===== config.mk =====
export PLATFORM = sky130hd
export DESIGN_NAME = bcd_to_seg
export DESIGN_NICKNAME = d
export VERILOG_FILES = /design/src/rtl/bcd_to_seg.sv
export SDC_FILE = /design/constraint.sdc
export NUM_CORES = 1
export LEC_CHECK = 0
export BUFFER_PORTS_ARGS = -buffer_cell sky130_fd_sc_hd__clkbuf_2
export CAP_MARGIN = 20
export CELL_PAD_IN_SITES_DETAIL_PLACEMENT = 1
export CELL_PAD_IN_SITES_GLOBAL_PLACEMENT = 2
export CORE_MARGIN = 2
export CORE_UTILIZATION = 27
export CTS_BUF_LIST = sky130_fd_sc_hd__clkbuf_8
export DETAILED_ROUTE_END_ITERATION = 10
export GPL_TIMING_DRIVEN = 1
export MAX_ROUTING_LAYER = met4
export PLACE_DENSITY = 0.72
export REMOVE_ABC_BUFFERS = 1
export SYNTH_ARGS = -nofsm -noshare
export SYNTH_HDL_FRONTEND = slang
export SYNTH_SLANG_ARGS = --single-unit

===== constraint.sdc =====
create_clock -name clk -period 1 [get_ports clk]
set_clock_uncertainty 0.2 [all_clocks]
set_input_delay 0 -clock clk [delete_from_list [all_inputs] [get_ports clk]]
set_output_delay 0 -clock clk [all_outputs]
set_load 0.03 [all_outputs]

===== src/rtl/bcd_to_seg.sv =====
`default_nettype none
// +--------------------------------------------------------------------------+
// | bcd_to_seg : registered 4-bit code to seven-segment decoder (0-9, A-F)   |
// | with lamp test and blanking. Define SEG_ACTIVE_LOW_EN for common-anode.  |
// | Rev 1.0                                                                  |
// +--------------------------------------------------------------------------+
module bcd_to_seg (
  input  logic       clk,
  input  logic       rst_n,
  input  logic       en,
  input  logic [3:0] bcd,
  input  logic       blank,
  input  logic       lamp_test,
  output logic [6:0] seg,
  output logic       is_hex
);

  logic [6:0] seg_q;
  logic [6:0] dec;
  logic       is_hex_q;

  // Segment order {a,b,c,d,e,f,g}; register holds active-high pattern.
  always_comb begin
    dec = 7'b0000000;
    case (bcd)
      4'h0: dec = 7'b1111110;
      4'h1: dec = 7'b0110000;
      4'h2: dec = 7'b1101101;
      4'h3: dec = 7'b1111001;
      4'h4: dec = 7'b0110011;
      4'h5: dec = 7'b1011011;
      4'h6: dec = 7'b1011111;
      4'h7: dec = 7'b1110000;
      4'h8: dec = 7'b1111111;
      4'h9: dec = 7'b1111011;
      4'hA: dec = 7'b1110111;
      4'hB: dec = 7'b0011111;
      4'hC: dec = 7'b1001110;
      4'hD: dec = 7'b0111101;
      4'hE: dec = 7'b1001111;
      4'hF: dec = 7'b1000111;
    endcase
  end

  // Lamp test overrides the load enable; blank only acts on a load.
  always_ff @(posedge clk or negedge rst_n) begin
    if (!rst_n) begin
      seg_q    <= 7'b0000000;
      is_hex_q <= 1'b0;
    end else if (lamp_test) begin
      seg_q    <= 7'b1111111;
      is_hex_q <= 1'b0;
    end else if (en) begin
      if (blank) begin
        seg_q    <= 7'b0000000;
        is_hex_q <= 1'b0;
      end else begin
        seg_q    <= dec;
        is_hex_q <= (bcd >= 4'hA);
      end
    end
  end

`ifdef SEG_ACTIVE_LOW_EN
  assign seg = ~seg_q;
`else
  assign seg = seg_q;
`endif

  assign is_hex = is_hex_q;

endmodule
`default_nettype wire


**Word level (Yosys, flattened, before mapping)**

Memories as Yosys holds them, arrays and structs flattened.
Index checks and enable logic that the tools add are counted.

- Register bits: 8
- Memory bits (read-only): 112
- Input bits: 9
- Output and inout port bits: 8
- Memories kept: 1

- Order comparisons: 1
- Muxes and demuxes: 6
- Reduce and logical (&&, ||, !) cells: 1

Memories:

| name | depth | width | rd ports | clocked after memory_dff | write ports | RTL line | RTL |
|---|---|---|---|---|---|---|---|
| (no name shown) | 16 | 7 | 1 | 0 | 0 | 25 | `case (bcd)` |

Operator list:

| cell | number |
|---|---|
| 7-bit two-way mux | 3 |
| 4-bit greater-or-equal comparator (second input constant) | 1 |
| 1-bit two-way mux | 3 |
| 2-bit nonzero test | 1 |

**Depth between registers and ports, before layout**

- Depth after elaboration: 4
- Gate-level depth with buffers: 5

**Worst setup path after synthesis**

Ideal clock, no wire load.

- Path kind: reg2reg
- From: reg, netlist name seg[5]
- To: reg seg_q[5], in the netlist seg[5]
- Library setup time: 126 ps
- Data arrival time: 836 ps
- Path slack: -162 ps
- Stages on the path, launching flop included: 2
- Buffers on the path: 0
- Period minus slack after synthesis: 1162 ps
- Cells stage by stage: dfrtp_1 -> a221o_1

RTL lines:

| what | RTL line | RTL |
|---|---|---|
| to (signal assigned) | 48 | `seg_q <= 7'b0000000;` |
| to (signal assigned) | 51 | `seg_q <= 7'b1111111;` |
| to (signal assigned) | 55 | `seg_q <= 7'b0000000;` |
| to (decl) | 18 | `logic [6:0] seg_q;` |

**Worst setup path in the final report**

- From: in bcd[1]
- To: reg seg_q[0], in the netlist seg[0]

- Word-level cells in the longest chain between the ends: 4

RTL lines:

| what | RTL line | RTL |
|---|---|---|
| from (decl) | 11 | `input logic [3:0] bcd,` |
| memory read 16 x 7 bit | - |  |
| 7-bit two-way mux | 54 | `if (blank) begin` |
| 7-bit two-way mux | 53 | `end else if (en) begin` |
| 7-bit two-way mux | 50 | `end else if (lamp_test) begin` |
| to (signal assigned) | 51 |  |
| to (signal assigned) | 55 |  |
| to (signal assigned) | 58 | `seg_q <= dec;` |

Every way passes these cells. The select of a mux whose other input is x is not followed.
A chain may end at the register's enable or synchronous reset.

==> results.cfg <==
[synth]
synth_enable_flop_cells = 0
ys.flop_type = sky130_fd_sc_hd__dfrtp_1
postSynthAreaPerCell_sq_um = 9.036
ys_types = 24
gate_count_after_technology_mapping = 63
asyncSetResetFlopFracSynth_pct = 100.0
yosysWarnings = 0
synth-seq-area-share_pct = 35.16
ys_ff_latch = 8
mappedNetlistArea_sq_um = 569.3

[finish]
fillerInstances = 240
layout.cells.most_common_list = sky130_fd_sc_hd__buf_4 (14), sky130_fd_sc_hd__clkbuf_2 (9), sky130_fd_sc_hd__dfrtp_1 (8)
layout-drive-gt1-share_pct = 48.94
final_common_cell = sky130_fd_sc_hd__buf_4
n_antenna_cell = 0
syn2layout_area_growth_pct = 64.84
layout.cells.non_filler = 121
final-seq-area_sq_um = 200.2
fin_util_pct = 47.35
area_of_the_multi_input_gates_sq_um = 390.4
design.final.nets = 111

[timing]
timing.final.hold_violations = 16
relative_max_transition_margin_pct = 81.67
timing_worst_slew_pin_value_ns = 0.2747
final-setup-viol-count = 5
period_share_pct = 102.2
minimum_setup_slack_in_the_final_design_ns = -0.02197
achievable-frequency_ghz = 0.9785
layout_min_cycle_time_ns = 1.022
rsz_0062_raised_after_global_routing = true
fin_worst_hold_slack_ns = -0.1369
maxSlewViolCount = 0
setup_total_negative_slack_ns = -0.04673

[cts]
ctsHtreeMaxLevel = 1
clock_input_transition_at_the_sequential_cells_of_the_worst_setup_and_hold_paths_ns = 0.04
worst_skew_pair.late_latency_ns = 0.23
postCtsSetupRepairBufs = 0
cts_bufs_inserted = 3
numClockSinks = 8
clock_tree_from_tritoncts = yes
cts_root_buf = sky130_fd_sc_hd__clkbuf_8
clk_path_buf_depth = 2
cts_hold_buffers = 1

[setup_path]
critical_path_class = in -> reg
cp_max_fo = 4
arrival_ns = 0.98
worst-endpoint-required_ns = 0.96
startpoint_type = input pin
startpoint = bcd[1]
crit_path_end_kind = register
worstReg2RegStart = seg[3]

[run]
max_cap_violations = 0

[die]
floorplan_die_area_sq_um = 2492
fp.dieH_microns = 49.92
io_pins = 17
row_count = 16
core_region_area_sq_um = 1982
die_x_microns = 49.92
initial_utilization_pct = 28.72

[global_routing]
grt_first_pass_wirelength_mm = 2.559
vias_in_the_first_global_route = 606
grt_max_degree = 9
global_route.usage.total_pct = 14.12
globalRoute.totalOverflow = 0
antenna_violations_before_repair = 0

[power_and_ir_drop]
max-vdd-ir-drop_uv = 564.5
total_power_w = 0.001067
leakagePower_nw = 0.4173
cellPowerDensity_nw_per_um2 = 1138

[drt]
ant_nets = 0
drc_errors = 0
drt-pass1-iter-count = 4
drt_iter0_drcs = 3
wirelength_mm = 1.706
wirelength_per_cell_microns = 14.10
via_per_inst = 4.802
vias = 581

[placement]
numPlacedInstances = 117
post-dp-hpwl_mm = 1.265
final_gp_congestion = 0.7504
placement.io_buffers = 16

[run_status]
violations = hold timing, setup timing
outcome = finished with violations

[worst_hold_path]
hold_start = lamp_test
min-delay-path-class = in -> reg
==> final cells by class <==
type	count	share of cell area (%)
inverter	5	2.533
timing repair buffer	31	26.53
clock buffer	3	4.400
sequential	8	21.33
tap	27	3.600
multi-input combinational	47	41.60
==> worst paths after layout <==
path                       endpoint  slack (ns)  cells past startpoint
max                          seg[0]       -0.02                      5
min                          is_hex       -0.14                      2
max reg2reg                  seg[3]       -0.01                      2
min reg2reg                  seg[2]        0.31                      2
max in group asynchronous    seg[5]        0.47                      2
min in group asynchronous    seg[0]       -0.05                      2
==> kinds of logic (layout without fill, tap and decap cells) <==
group / count (synthesis) / after routing / synth area share (%)
flops: 8 / 8 / 35.16
buf+inv: 8 / 39 / 6.153
fa+ha+maj: 6 / 6 / 13.19
mux: 3 / 3 / 5.714
compound gates: 19 / 19 / 22.20
simple gates: 19 / 19 / 17.58
==> layer usage <==
metal	part of all wire, %	track usage, %	up-vias
li1	-	-	292
met1	39	15.73	270
met2	56	24.00	15
met3	2.9	1.818	4
met4	2.1	8.333	0
met5	0	-	-
==> metrics by stage <==
stage                     area [sq um]  setup WS (ns)
final                            938.4       -0.02197
after global routing             938.4       -0.06844
after CTS                        898.4       -0.01161
after detailed placement         784.5        -0.3420
after global placement           784.5        -0.3205
after floorplan                  553.0        -0.1621
==> Yosys cell counts (2+ instances only) <==
library cell | n | area share, %
sky130_fd_sc_hd__dfrtp_1 | 8 | 35
sky130_fd_sc_hd__a21oi_1 | 7 | 6.2
sky130_fd_sc_hd__ha_1 | 6 | 13
sky130_fd_sc_hd__inv_1 | 5 | 3.3
sky130_fd_sc_hd__nand2_1 | 5 | 3.3
sky130_fd_sc_hd__nand3_1 | 4 | 3.5
sky130_fd_sc_hd__nor2_1 | 4 | 2.6
sky130_fd_sc_hd__o21ai_0 | 3 | 2.6
sky130_fd_sc_hd__a221o_1 | 2 | 3.5
sky130_fd_sc_hd__a31oi_1 | 2 | 2.2
sky130_fd_sc_hd__mux2_2 | 2 | 4.0
sky130_fd_sc_hd__nor2b_1 | 2 | 2.2
sky130_fd_sc_hd__o311ai_0 | 2 | 3.1
==> power breakdown <==
group | total, W | internal (W) | switching, W
registers | 0.000363 | 0.000349 | 0.0000138
logic | 0.000329 | 0.000150 | 0.000178
clock network | 0.000376 | 0.000260 | 0.000116
==> sequential cells by signal, indices dropped and copies added (netlist names) <==
register / count
seg: 7
is_hex: 1
==> worst max-delay path, cell delays in order <==
cell,delay (ns)
sky130_fd_sc_hd__clkbuf_16,0.13
sky130_fd_sc_hd__ha_4,0.16
sky130_fd_sc_hd__and2_4,0.15
sky130_fd_sc_hd__or4_1,0.46
sky130_fd_sc_hd__nand3_1,0.08
==> timing repair <==
action	CTS	global route
gates resized for setup	13	18
endpoints found under the hold margin	16	16
endpoints found under the setup margin	8	12
pin swaps	5	3
No activity file was read; power rests on OpenSTA's default activity.
